$ cat src/rtl/key_event_pkg.sv
// -----------------------------------------------------------------------------
// key_event_pkg
// Shared definitions for the key gesture controller:
//   - state_e : FSM state encoding (IDLE, PRESS1, WAIT2, PRESS2, LONG)
//   - EVT_*   : event codes reported on event_code
// -----------------------------------------------------------------------------
package key_event_pkg;

    typedef enum logic [2:0] {
        IDLE   = 3'd0,
        PRESS1 = 3'd1,
        WAIT2  = 3'd2,
        PRESS2 = 3'd3,
        LONG   = 3'd4
    } state_e;

    localparam logic [2:0] EVT_NONE   = 3'd0;
    localparam logic [2:0] EVT_CLICK  = 3'd1;
    localparam logic [2:0] EVT_DOUBLE = 3'd2;
    localparam logic [2:0] EVT_LONG   = 3'd3;
    localparam logic [2:0] EVT_REPEAT = 3'd4;

endpackage

$ cat src/rtl/key_evt_timer.sv
// -----------------------------------------------------------------------------
// key_evt_timer
// Interval counter for the gesture FSM. Counts up while enabled, clears on
// request, and saturates at all-ones instead of wrapping.
// Ports:
//   clk, rst_n : clock, synchronous active-low reset
//   clr        : clear the count to zero (has priority over en)
//   en         : advance the count by one this cycle
//   limit      : terminal count to compare against
//   tc         : high while the current count equals limit
// -----------------------------------------------------------------------------
module key_evt_timer #(
    parameter int CNT_W = 26
) (
    input  logic             clk,
    input  logic             rst_n,
    input  logic             clr,
    input  logic             en,
    input  logic [CNT_W-1:0] limit,
    output logic             tc
);

    logic [CNT_W-1:0] cnt;

    // NOTE: sequential state is written with non-blocking assignments so every
    // register samples the pre-edge value of its inputs regardless of the order
    // in which always blocks are evaluated.
    always_ff @(posedge clk) begin
        if (!rst_n) begin
            cnt <= '0;
        end else if (clr) begin
            cnt <= '0;
        end else if (en && (cnt != '1)) begin
            cnt <= cnt + 1'b1;
        end
    end

    assign tc = (cnt == limit);

endmodule

$ cat src/rtl/key_event_ctrl.sv
// -----------------------------------------------------------------------------
// key_event_ctrl
// Gesture controller downstream of the key debounce filter. Classifies each
// key interaction as click, double click, long press or auto-repeat and
// reports it as a one-cycle event with a held event code.
// Optional feature macro: KEY_REPEAT_EN (auto-repeat events while held in LONG).
// Ports:
//   clk, rst_n  : clock, synchronous active-low reset
//   key_flag    : one-cycle pulse marking a debounced edge
//   key_state   : debounced level, 0 = pressed, 1 = released (valid with key_flag)
//   event_valid : one-cycle pulse per classified event
//   event_code  : EVT_* code of the latest event, held between events
//   busy        : high whenever the FSM is away from IDLE
// -----------------------------------------------------------------------------
module key_event_ctrl
    import key_event_pkg::*;
#(
    parameter int CNT_W    = 26,
    parameter int LONG_CYC = 50_000_000,
    parameter int DBL_CYC  = 15_000_000,
    parameter int RPT_CYC  = 5_000_000
) (
    input  logic       clk,
    input  logic       rst_n,
    input  logic       key_flag,
    input  logic       key_state,
    output logic       event_valid,
    output logic [2:0] event_code,
    output logic       busy
);

    state_e           state;
    state_e           state_next;
    logic             press;
    logic             release_evt;
    logic             tc;
    logic             tmr_clr;
    logic             tmr_en;
    logic             rpt_wrap;
    logic [CNT_W-1:0] limit;
    logic             fire;
    logic [2:0]       fire_code;

    assign press       = key_flag && !key_state;
    assign release_evt = key_flag &&  key_state;

    // ------------------------------------------------------------------
    // State register
    // ------------------------------------------------------------------
    // NOTE: reset is synchronous, so it is tested inside the clocked branch
    // and rst_n does not appear in the sensitivity list.
    always_ff @(posedge clk) begin
        if (!rst_n) begin
            state <= IDLE;
        end else begin
            state <= state_next;
        end
    end

    // ------------------------------------------------------------------
    // Next-state logic. Edges win over a coincident timeout, and edges that
    // make no sense in the current state leave it unchanged.
    // ------------------------------------------------------------------
    // NOTE: every combinational output gets a default before the case so no
    // path leaves it unassigned, which would otherwise infer a latch.
    always_comb begin
        state_next = state;
        case (state)
            IDLE:    if (press) state_next = PRESS1;
            PRESS1:  if (release_evt) state_next = WAIT2;
                     else if (tc)     state_next = LONG;
            WAIT2:   if (press)       state_next = PRESS2;
                     else if (tc)     state_next = IDLE;
            PRESS2:  if (release_evt) state_next = IDLE;
            LONG:    if (release_evt) state_next = IDLE;
            default: state_next = IDLE;
        endcase
    end

    // ------------------------------------------------------------------
    // Output logic: which event (if any) the current cycle produces.
    // ------------------------------------------------------------------
    always_comb begin
        fire      = 1'b0;
        fire_code = EVT_NONE;
        rpt_wrap  = 1'b0;
        case (state)
            PRESS1: if (!release_evt && tc) begin
                fire      = 1'b1;
                fire_code = EVT_LONG;
            end
            WAIT2: if (!press && tc) begin
                fire      = 1'b1;
                fire_code = EVT_CLICK;
            end
            PRESS2: if (release_evt) begin
                fire      = 1'b1;
                fire_code = EVT_DOUBLE;
            end
`ifdef KEY_REPEAT_EN
            // A release coinciding with the repeat period ends the hold quietly.
            LONG: if (!release_evt && tc) begin
                fire      = 1'b1;
                fire_code = EVT_REPEAT;
                rpt_wrap  = 1'b1;
            end
`endif
            default: ;
        endcase
    end

    // ------------------------------------------------------------------
    // Timer control: one shared counter, limit chosen by state. PRESS2
    // has no timeout and relies on the counter saturating.
    // ------------------------------------------------------------------
    always_comb begin
        limit = '1;
        case (state)
            PRESS1:  limit = CNT_W'(LONG_CYC - 1);
            WAIT2:   limit = CNT_W'(DBL_CYC - 1);
`ifdef KEY_REPEAT_EN
            LONG:    limit = CNT_W'(RPT_CYC - 1);
`endif
            default: limit = '1;
        endcase
    end

    assign tmr_en  = (state != IDLE);
    assign tmr_clr = (state_next != state) || (state == IDLE) || rpt_wrap;

    key_evt_timer #(
        .CNT_W (CNT_W)
    ) u_timer (
        .clk   (clk),
        .rst_n (rst_n),
        .clr   (tmr_clr),
        .en    (tmr_en),
        .limit (limit),
        .tc    (tc)
    );

    // ------------------------------------------------------------------
    // Registered outputs. busy tracks the state being entered so it drops
    // in the same cycle the FSM registers IDLE.
    // ------------------------------------------------------------------
    always_ff @(posedge clk) begin
        if (!rst_n) begin
            event_valid <= 1'b0;
            event_code  <= EVT_NONE;
            busy        <= 1'b0;
        end else begin
            event_valid <= fire;
            if (fire) begin
                event_code <= fire_code;
            end
            busy <= (state_next != IDLE);
        end
    end

endmodule

$ cat config.mk
export PLATFORM = sky130hd
export DESIGN_NAME = key_event_ctrl
export DESIGN_NICKNAME = d
export VERILOG_FILES = /design/src/rtl/key_event_pkg.sv /design/src/rtl/key_evt_timer.sv /design/src/rtl/key_event_ctrl.sv
export SDC_FILE = /design/constraint.sdc
export NUM_CORES = 1
export LEC_CHECK = 0
export CAP_MARGIN = 20
export CELL_PAD_IN_SITES_DETAIL_PLACEMENT = 0
export CELL_PAD_IN_SITES_GLOBAL_PLACEMENT = 1
export CORE_UTILIZATION = 30
export DETAILED_ROUTE_END_ITERATION = 8
export GPL_ROUTABILITY_DRIVEN = 0
export MAX_ROUTING_LAYER = met4
export PLACE_DENSITY = 0.56
export SKIP_CTS_REPAIR_TIMING = 1
export SYNTH_ARGS = -nofsm -noshare
export SYNTH_HDL_FRONTEND = slang
export SYNTH_SLANG_ARGS = --single-unit
export TNS_END_PERCENT = 50
$ cat constraint.sdc
create_clock -name clk -period 2.66 [get_ports clk]
set_input_delay 0.266 -clock clk [delete_from_list [all_inputs] [get_ports clk]]
set_output_delay 0.266 -clock clk [all_outputs]
set_load 0.03 [all_outputs]
Word level (Yosys, flattened, before mapping)
Cells that the tools add are included.
Storage, ports and cells
  register bits after elaboration: 34
  input port bits: 4
Operators by class
  $add $sub $neg: 1
  eq/ne operators: 7
  muxes and demuxes: 16
  bitwise operators: 1
  reduce and logical (&&, ||, !) cells: 14
Operators by type and width (number)
  $pmux W26 S2: 1
  $add A26 B1 Y26 const B: 1
  $eq A26 B26 Y1: 1
  $ne A26 B26 Y1 const B: 1
  $mux W3: 6
  $pmux W3 S4: 1
  $eq A3 B2 Y1 const B: 2
  $pmux W2 S3: 1
  $reduce_bool A3 Y1: 2
  $logic_and A1 B1 Y1: 5
  $mux W1: 4
  $mux W2: 2
  $reduce_or A2 Y1: 2
  $eq A3 B1 Y1 const B: 1
  $eq A3 B3 Y1 const B: 1
  $logic_not A1 Y1: 3
  $logic_not A3 Y1: 1
  $ne A3 B3 Y1: 1
  $pmux W1 S3: 1
  $logic_or A1 B1 Y1: 1
  $not A1 Y1: 1

Logic depth before layout (Yosys ltp)
Gate-level depths: netlist of the first run.
  depth after elaboration: 9
  depth in mapped cells: 8
  depth with buffers taken out: 6

By module
From an unflattened synthesis of the first run, not the netlist that was laid out.
Unflattened totals
  cells, all modules: 257
  area total of the unflattened synthesis: 2137.0 sq um
Modules (own cells, without submodules)
  key_evt_timer: instances 1, cells each 192, area each 1655.3 sq um, seq. area each 520.5 sq um
  key_event_ctrl: instances 1, cells each 65, area each 481.7 sq um, seq. area each 140.1 sq um

Worst setup path before layout of the first run
OpenSTA, ideal clock, no wires.
  path kind: register to register
  start point: register u_timer.cnt[0]
  end point: register u_timer.cnt[6]
  setup time: 80 ps
  arrival: 2014 ps
  slack: 566 ps
  stages on the path, launching flop included: 9
  buffers on the path: 2
  clock period less this slack: 2094 ps
  cells stage by stage: dfxtp_1 ha_1 and4_1 and4_1 buf_6 a21o_1 buf_6 or4_1 a211oi_2
Between the ends
  word-level cells in the longest chain between the ends: 7
RTL lines
  from (decl): line key_evt_timer.sv:23  | logic [CNT_W-1:0] cnt;
  from (signal assigned): line key_evt_timer.sv:34  | cnt <= cnt + 1'b1;
  $eq A26 B26 Y1: line key_evt_timer.sv:38  | assign tc = (cnt == limit);
  $mux W3, on equally long branches: line key_event_ctrl.sv:73, key_event_ctrl.sv:71
  $mux W3, on equally long branches: line key_event_ctrl.sv:72, key_event_ctrl.sv:70
  $pmux W3 S4: line key_event_ctrl.sv:68  | case (state)
  $ne A3 B3 Y1: line key_event_ctrl.sv:129  | assign tmr_clr = (state_next != state) || (state == IDLE) || rpt_wrap;
  $logic_or A1 B1 Y1: line key_event_ctrl.sv:129
  $reduce_or A2 Y1 (no source line)
Parallel ways exist; a longest one is shown, timed or not.
A chain may end at the register's enable or synchronous reset.

Worst setup path after layout of the first run
  start point: register u_timer.cnt[0]
  end point: register u_timer.cnt[20]
Same word-level chain as after synthesis.

==> flow_metrics.env, run 1 <==
export IMPL_status="finished, final reports clean"
export IMPL_ys_warnings_count=0
export IMPL_dieWidth_um=83.7
export IMPL_rsz0062_at_grt="false"
export IMPL_crit_type="reg2reg"
export IMPL_r2r_setup_slack_ns=0.39
export IMPL_post_route_period_util_pct=85.2
export IMPL_max_freq_mhz=441
export IMPL_layout_nets=245
export IMPL_wire_per_inst_um=16.2
export IMPL_crit_slowest_cell="or4b_1"
export IMPL_r2r_end="u_timer.cnt[20]"
export IMPL_cts_max_path_buffers=2
export IMPL_path_clk_slew_ns=0.07
export IMPL_htreeDepth=2
export IMPL_synth_edf_count=0
export IMPL_path_cells="ha_1, and4_1, and4_1, a21o_1, or4b_1, a211oi_1"
export IMPL_wirelength_mm=5.16
export IMPL_grt_pass1_wl_mm=8.68
export IMPL_reg2reg_depth=6
export IMPL_timing_final_max_slew_violations=0
export IMPL_cp_depth=6
export IMPL_rows=29
export IMPL_post_drt_via_cell_ratio=5.62
export IMPL_startpoint="u_timer.cnt[0]"
export IMPL_area_growth_synth_to_final_pct=11.1
export IMPL_drt_iter0_drc=66
export IMPL_core_area_sq_um=6390
export IMPL_holdWs_ns=0.473
export IMPL_die_y_um=83.7
export IMPL_cp_max_fo=12
export IMPL_required_ns=2.87
export IMPL_end_kind="register"
export IMPL_num_io_pins=9
export IMPL_syn_area_per_cell_sq_um=8.48
export IMPL_setup_viol=0
export IMPL_postRouteAntennaNets=0
export IMPL_min_period_ns=2.27
export IMPL_cp_data_arrival_time_ns=2.48
export IMPL_max_slew_margin_pct=64.9
export IMPL_dp_final_hpwl_mm=3.66
export IMPL_hold_viol_final=0
export IMPL_cts_inserted_buffers=5
export IMPL_ys_flop_type="dfxtp_1"
export IMPL_yosysUniqueCellTypes=44
export IMPL_port_buffers=7
export IMPL_grt_usage_pct=16.3
export IMPL_synth_seq_area_share_pct=33.0
export IMPL_synth_fp_nets=241
export IMPL_synth_cells=236
export IMPL_cpLargestDelayFamily="simple AND/OR/NAND/NOR gates"
export IMPL_crit_end="u_timer.cnt[20]"
export IMPL_p_leak_nw=0.633
export IMPL_startpoint_type="register"
export IMPL_cts_sinks=33
export IMPL_slowest_delay_ns=0.50
export IMPL_diodes=0
export IMPL_grt_pass1_vias=1694
export IMPL_maxCapViolations=0
export IMPL_die_area_sq_um=7000
export IMPL_drt_pass1_iterations=4
export IMPL_yosys_area_top_type_share_pct=33.0
export IMPL_cts_tree="built"
export IMPL_grt_ovfl_total=0
export IMPL_drive_above_1_share_pct=10.4
export IMPL_grt_max_degree=27
export IMPL_synth_area_sq_um=2000
export IMPL_path_common_cell="and4_1"
export IMPL_vdd_drop_max_v=0.000210
export IMPL_worst_slew_pin_slew_ns=0.513
export IMPL_antenna_found_initial=0
export IMPL_fin_skew_ns=0.00406
export IMPL_synth_largest_area_cell="dfxtp_1"
export IMPL_tns_ns=0
export IMPL_clk_latency_ns=0.29
export IMPL_ys_async_sr_fraction_pct=0
export IMPL_rr_startpoint="u_timer.cnt[0]"
export IMPL_cts_root_buf="clkbuf_8"
export IMPL_post_route_drc_count=0
export IMPL_path_buf_inv=0
export IMPL_start_util_pct=31.3
export IMPL_holdCritPathClass="reg2reg"
export IMPL_vias=1786
export IMPL_ys_seq_elements=33
export IMPL_p_per_area_nw_per_um2=435
export IMPL_netlist_top_cells_area="dfxtp_1 (33%), nor3_1 (5.5%), xnor2_1 (5.2%), a211oi_1 (4.1%), nand4_1 (3.8%)"
==> through the flow <==
step	utilization [%]	power (W)	instance area, sq um	setup WS [ns]	cells
after floorplan	-	0.000574	2000	0.566	236
after global placement	33.5	0.000602	2140	0.423	310
after detailed placement	33.5	0.000600	2140	0.412	310
after CTS	34.8	0.000977	2220	0.388	318
after global routing	34.8	0.00101	2220	0.228	318
final	34.8	0.000967	2220	0.393	318
==> cell usage after synthesis (3+ instances only) <==
cell type   n
nor2_1      9
mux2i_1     6
nand2_1    14
nand2b_1    3
a21oi_1     5
a211oi_2    5
xnor2_1    12
or4_1       6
and4_1      7
a2111oi_0   3
nand4_1    12
buf_6       3
a21o_1      3
a211oi_1   11
o21ai_0     9
buf_2       6
nor4_1      3
xor2_1      3
nor3_1     22
and3_1      3
o31ai_1     5
inv_1       5
dfxtp_1    33
nand3_1    11
or3_1       9
clkbuf_1    7
==> layout by cell type, fill, tap and decap left out, types with 2 or more instances in the layout <==
master	count
clkinv_2	2
xnor2_1	12
or3_1	9
or4_1	6
nor2_1	9
a211oi_1	11
nand2b_1	3
a21oi_1	5
nand2_1	14
buf_4	6
o31ai_1	5
a211oi_2	5
nand4_1	12
mux2i_1	6
dfxtp_1	33
nor3_1	22
a2111oi_0	3
clkbuf_8	5
nor4_1	3
xor2_1	3
inv_1	5
and4_1	7
o21ai_0	9
nand3_1	11
nor2b_1	2
and3_1	3
a21o_1	3
clkdlybuf4s50_1	7
a31oi_1	2
o2111ai_2	2
==> layer usage <==
| layer | routed length [um] | track usage [%] |
|---|---|---|
| met2 | 2310 | 24.9 |
| met5 | 0 | - |
| met1 | 2600 | 21.3 |
| met3 | 151 | 3.26 |
| met4 | 95 | 5.86 |
==> worst min-delay path, delay by kind of cell, from the launching register on <==
kind,cells,cell delay [ns]
flops,1,0.32
compound gates,1,0.06
simple gates,1,0.05
==> sequential cells by signal, summed over array words and instances, names as in the netlist <==
signal       cells
u_timer.cnt     26
event_code       2
busy             1
state            3
event_valid      1
==> how the worst min path moves through the flow <==
stage	from	to	slack, ns	cells past startpoint
floorplan	rst_n	state[2]	0.43	2
global placement	event_code[0]	event_code[0]	0.46	2
detailed placement	event_code[0]	event_code[0]	0.46	2
CTS	event_code[0]	event_code[0]	0.48	2
global route	event_code[0]	event_code[0]	0.51	2
finish	event_code[0]	event_code[0]	0.47	2
==> area by class of cell <==
type	instances	area [sq um]
clock buffers	6	72.6
repair buffers	14	135
well taps	77	96.3
inverters	5	18.8
clock inverters	2	10.0
multi-input cells	181	1230
flip-flops and latches	33	661
fillers	673	4160
==> where the power goes <==
group | switching, W | internal (W) | total (W) | leakage, nW
Sequential | 0.00000549 | 0.000498 | 0.000503 | 0.266
Clock | 0.000197 | 0.000181 | 0.000379 | 0.0450
Combinational | 0.0000535 | 0.0000319 | 0.0000854 | 0.322
==> logic make-up (layout without fill, tap and decap cells) <==
group                      Yosys count  in the layout  share of synthesized area [%]
buffers and inverters               22             27                           5.81
other                                1              1                          0.187
and+or+nand+nor                    107            107                           31.1
adders and majority gates            1              1                          0.625
AOI/OAI and AO/OA                   50             50                           19.2
xor gates and xnor gates            15             15                           6.56
muxes                                7              7                           3.56
DFF                                 33             33                           33.0
Note: power is estimated with default switching activity, not from simulation.
==> inputs of run 2 (changes only) <==
CORE_UTILIZATION = 35   (was 30)
PLACE_DENSITY = 0.63   (was 0.56)
==> flow_metrics.env, run 2 (synthesis results as in run 1) <==
export IMPL_multi_input_area_sq_um=1230
export IMPL_die_y_um=77.6
export IMPL_vias=1740
export IMPL_drive_above_1_share_pct=8.40
export IMPL_htreeDepth=2
export IMPL_drt_pass1_iterations=4
export IMPL_setup_viol=0
export IMPL_max_slew_margin_pct=59.6
export IMPL_top_regs="u_timer.cnt: 26 flops, state: 3 flops, event_code: 2 flops"
export IMPL_dp_final_hpwl_mm=3.52
export IMPL_vdd_drop_max_v=0.000195
export IMPL_grt_usage_pct=18.3
export IMPL_drt_iter0_drc=76
export IMPL_top_register="u_timer.cnt"
export IMPL_port_buffers=7
export IMPL_cts_max_path_buffers=2
export IMPL_maxCapViolations=0
export IMPL_rsz0062_at_grt="false"
export IMPL_fillCellCount=558
export IMPL_dieWidth_um=77.6
export IMPL_cp_data_arrival_time_ns=2.52
export IMPL_cts_tree="built"
export IMPL_postRouteAntennaNets=0
export IMPL_grt_pass1_vias=1672
export IMPL_holdWs_ns=0.461
export IMPL_clkPwrFrac_pct=38.6
export IMPL_reg2reg_depth=5
export IMPL_hold_viol_final=0
export IMPL_rows=27
export IMPL_core_area_sq_um=5510
export IMPL_p_total_w=0.000952
export IMPL_final_cell_mix="dfxtp_1 (33), nor3_1 (22), nand2_1 (14)"
export IMPL_largest_reg_flops=26
export IMPL_p_sw_w=0.000239
export IMPL_r2r_end="u_timer.cnt[19]"
export IMPL_seq_power_share_pct=53.0
export IMPL_start_util_pct=36.4
export IMPL_p_leak_nw=0.613
export IMPL_rr_startpoint="state[1]"
export IMPL_intPower_w=0.000713
export IMPL_layout_nets=242
export IMPL_mostFrequentLayoutCell="dfxtp_1"
export IMPL_grt_ovfl_total=0
export IMPL_post_route_drc_count=0
export IMPL_comb_power_share_pct=8.4
export IMPL_power_switching_share_pct=25.1
export IMPL_required_ns=2.86
export IMPL_worstHoldEndpoint="event_code[0]"
export IMPL_crit_type="reg2reg"
export IMPL_startpoint="state[1]"
export IMPL_grt_max_degree=27
export IMPL_p_per_area_nw_per_um2=434
export IMPL_holdCritPathClass="reg2reg"
export IMPL_clk_latency_ns=0.28
export IMPL_end_kind="register"
export IMPL_timing_final_max_slew_violations=0
export IMPL_startpoint_type="register"
export IMPL_cts_root_buf="clkbuf_8"
export IMPL_cp_max_fo=13
export IMPL_seqCellArea_sq_um=661
export IMPL_cts_inserted_buffers=5
export IMPL_wirelength_mm=4.92
export IMPL_die_area_sq_um=6030
export IMPL_worst_slew_pin_slew_ns=0.590
export IMPL_min_delay_start="event_code[0]"
export IMPL_cts_sinks=33
export IMPL_post_drt_via_cell_ratio=5.61
export IMPL_min_path_cells=2
export IMPL_min_period_ns=2.32
export IMPL_num_io_pins=9
export IMPL_tns_ns=0
export IMPL_area_growth_synth_to_final_pct=9.56
export IMPL_grt_pass1_wl_mm=8.38
export IMPL_path_clk_slew_ns=0.07
export IMPL_status="finished, final reports clean"
export IMPL_diodes=0
export IMPL_max_freq_mhz=431
export IMPL_fin_skew_ns=0.00605
export IMPL_wire_per_inst_um=15.9
export IMPL_r2r_setup_slack_ns=0.34
export IMPL_post_route_period_util_pct=87.3
export IMPL_antenna_found_initial=0
## run 2: cell count changes in the layout (fill, tap and decap cells not counted), sizes merged
| cell | before | now |
|---|---|---|
| buf | 7 | 4 |
| clkbuf | 6 | 8 |
| clkinv | 2 | 0 |
## run 2: how the worst max path moves through the flow
stage | cells after the start | slack (ns) | end
2_1_floorplan | 8 | 0.57 | u_timer.cnt[6]
3_3_place_gp | 5 | 0.38 | u_timer.cnt[19]
3_5_place_dp | 5 | 0.37 | u_timer.cnt[19]
4_1_cts | 5 | 0.34 | u_timer.cnt[19]
5_1_grt | 5 | 0.19 | u_timer.cnt[19]
6_report | 5 | 0.34 | u_timer.cnt[19]
## run 2: critical path: stages, from the launching register on
cell	delay, ns
dfxtp_1	0.56
nor3_1	0.16
or4_4	0.57
a21o_1	0.29
or4_1	0.43
a211oi_1	0.22
## run 2: through the flow
stage	std cells	setup WS, ns	utilization, %	cell area, sq um
after floorplan	236	0.566	-	2000
after global routing	310	0.187	39.8	2190
after detailed placement	302	0.365	38.4	2110
final	310	0.338	39.8	2190
after global placement	302	0.377	38.4	2110
after CTS	310	0.339	39.8	2190
## run 2: power groups by stage
stage | Combinational, W | Clock (W) | Sequential (W)
finish | 0.0000797 | 0.000367 | 0.000505
global route | 0.0000865 | 0.000404 | 0.000505
CTS | 0.0000800 | 0.000382 | 0.000504
global placement | 0.0000807 | 0 | 0.000516
detailed placement | 0.0000799 | 0 | 0.000516
floorplan | 0.0000594 | 0 | 0.000515
## run 2: final cells by class
cell class / instances / area share (%)
Clock buffer: 8 / 3.65
Inverter: 5 / 0.856
Multi-Input combinational cell: 181 / 56.1
Sequential cell: 33 / 30.1
Tap cell: 72 / 4.11
Timing Repair Buffer: 11 / 5.13
## run 2: routing by layer
layer | GRT usage [%] | vias up | wire length, um
met5 | - | - | 0
met4 | 5.66 | 0 | 58
met3 | 3.18 | 5 | 117
met2 | 28.8 | 17 | 2210
met1 | 24.0 | 810 | 2540
li1 | - | 908 | -
==> inputs of run 3 (changes only) <==
CELL_PAD_IN_SITES_DETAIL_PLACEMENT = default   (was 0)
CELL_PAD_IN_SITES_GLOBAL_PLACEMENT = default   (was 1)
PLACE_DENSITY = 0.51   (was 0.63)
==> flow_metrics.env, run 3 (synthesis results as in run 1) <==
export IMPL_status="finished, final reports clean"
export IMPL_startpoint="u_timer.cnt[0]"
export IMPL_path_common_cell="and4_1"
export IMPL_vias=1786
export IMPL_cts_inserted_buffers=5
export IMPL_drt_iter0_drc=120
export IMPL_cts_max_path_buffers=2
export IMPL_required_ns=2.86
export IMPL_dieWidth_um=77.6
export IMPL_grt_pass1_wl_mm=8.04
export IMPL_cts_root_buf="clkbuf_8"
export IMPL_worstHoldEndpoint="event_code[0]"
export IMPL_rows=27
export IMPL_cp_data_arrival_time_ns=2.51
export IMPL_cts_tree="built"
export IMPL_crit_type="reg2reg"
export IMPL_diodes=0
export IMPL_dp_final_hpwl_mm=3.41
export IMPL_max_freq_mhz=434
export IMPL_drt_pass1_iterations=4
export IMPL_post_route_drc_count=0
export IMPL_max_slew_margin_pct=45.5
export IMPL_final_cell_mix="dfxtp_1 (33), nor3_1 (22), nand2_1 (14)"
export IMPL_fin_skew_ns=0.00442
export IMPL_path_clk_slew_ns=0.07
export IMPL_timing_final_max_slew_violations=0
export IMPL_slowest_delay_ns=0.52
export IMPL_grt_usage_pct=17.7
export IMPL_hold_viol_final=0
export IMPL_mostFrequentLayoutCell="dfxtp_1"
export IMPL_maxCapViolations=0
export IMPL_start_util_pct=36.4
export IMPL_design_area_sq_um=2190
export IMPL_path_cells="ha_1, and4_1, and4_1, a21o_1, or4b_1, a211oi_1"
export IMPL_num_io_pins=9
export IMPL_min_period_ns=2.31
export IMPL_p_per_area_nw_per_um2=437
export IMPL_r2r_end="u_timer.cnt[20]"
export IMPL_rr_startpoint="u_timer.cnt[0]"
export IMPL_min_path_cells=2
export IMPL_reg2reg_depth=6
export IMPL_path_buf_inv=0
export IMPL_setup_viol=0
export IMPL_die_area_sq_um=6030
export IMPL_post_drt_via_cell_ratio=5.76
export IMPL_htreeDepth=2
export IMPL_end_kind="register"
export IMPL_crit_slowest_cell="or4b_1"
export IMPL_area_growth_synth_to_final_pct=9.25
export IMPL_drive_above_1_share_pct=9.66
export IMPL_cp_max_fo=12
export IMPL_p_leak_nw=0.614
export IMPL_wirelength_mm=4.70
export IMPL_min_delay_start="event_code[0]"
export IMPL_die_y_um=77.6
export IMPL_post_route_period_util_pct=86.7
export IMPL_core_area_sq_um=5510
export IMPL_wire_per_inst_um=15.2
export IMPL_grt_ovfl_total=0
export IMPL_tns_ns=0
export IMPL_startpoint_type="register"
export IMPL_holdCritPathClass="reg2reg"
export IMPL_r2r_setup_slack_ns=0.35
export IMPL_cts_sinks=33
export IMPL_grt_max_degree=27
export IMPL_rsz0062_at_grt="false"
export IMPL_postRouteAntennaNets=0
export IMPL_vdd_drop_max_v=0.000202
export IMPL_port_buffers=7
export IMPL_top_register="u_timer.cnt"
export IMPL_post_dp_cell_area_sq_um=2100
export IMPL_top_regs="u_timer.cnt: 26 flops, state: 3 flops, event_code: 2 flops"
export IMPL_grt_pass1_vias=1640
export IMPL_layout_nets=242
export IMPL_largest_reg_flops=26
export IMPL_clk_latency_ns=0.29
export IMPL_worst_slew_pin_slew_ns=0.797
export IMPL_cpLargestDelayFamily="simple AND/OR/NAND/NOR gates"
export IMPL_antenna_found_initial=0
-- run 3: cell type report --
class,count,area (sq um)
timing repair buffer,11,100
clock inverter,3,17.5
fill,558,3320
clock buffer,5,68.8
sequential,33,661
tap,72,90.1
multi-input combinational,181,1230
inverter,5,18.8
-- run 3: worst max path at each step --
stage | to | slack [ns] | depth (start not counted)
floorplan | u_timer.cnt[6] | 0.57 | 8
global placement | u_timer.cnt[20] | 0.44 | 6
detailed placement | u_timer.cnt[25] | 0.36 | 5
CTS | u_timer.cnt[20] | 0.36 | 6
global route | u_timer.cnt[25] | 0.15 | 6
finish | u_timer.cnt[20] | 0.35 | 6
-- run 3: tightest hold or removal path, stage by stage (launching register included) --
cell and delay (ns):
dfxtp_1 0.31, nand2_1 0.05, a21oi_1 0.05
-- run 3: through the flow --
| stage | hold slack (ns) | worst slack [ns] | total power (W) | utilization, % | cells |
|---|---|---|---|---|---|
| finish | 0.460 | 0.354 | 0.000955 | 39.7 | 310 |
| global route | 0.491 | 0.151 | 0.00100 | 39.7 | 310 |
| CTS | 0.472 | 0.359 | 0.000973 | 39.7 | 310 |
| detailed placement | 0.462 | 0.364 | 0.000594 | 38.2 | 302 |
| global placement | 0.451 | 0.443 | 0.000595 | 38.2 | 302 |
| floorplan | 0.433 | 0.566 | 0.000574 | - | 236 |
-- run 3: power by group --
| group | switching [W] | total, W | internal [W] | leakage, nW |
|---|---|---|---|---|
| logic | 0.0000495 | 0.0000783 | 0.0000288 | 0.304 |
| registers | 0.00000611 | 0.000504 | 0.000498 | 0.266 |
| clock network | 0.000193 | 0.000373 | 0.000180 | 0.0439 |
| total | 0.000248 | 0.000955 | 0.000707 | 0.614 |
-- run 3: layer usage --
layer	wire [um]	up-vias	global-route usage, %	part of all wire, %
met5	0	-	-	0
met4	103	0	7.92	2.2
met3	217	11	4.00	4.6
met2	2100	48	25.5	45
met1	2270	824	23.4	48
li1	-	903	-	-
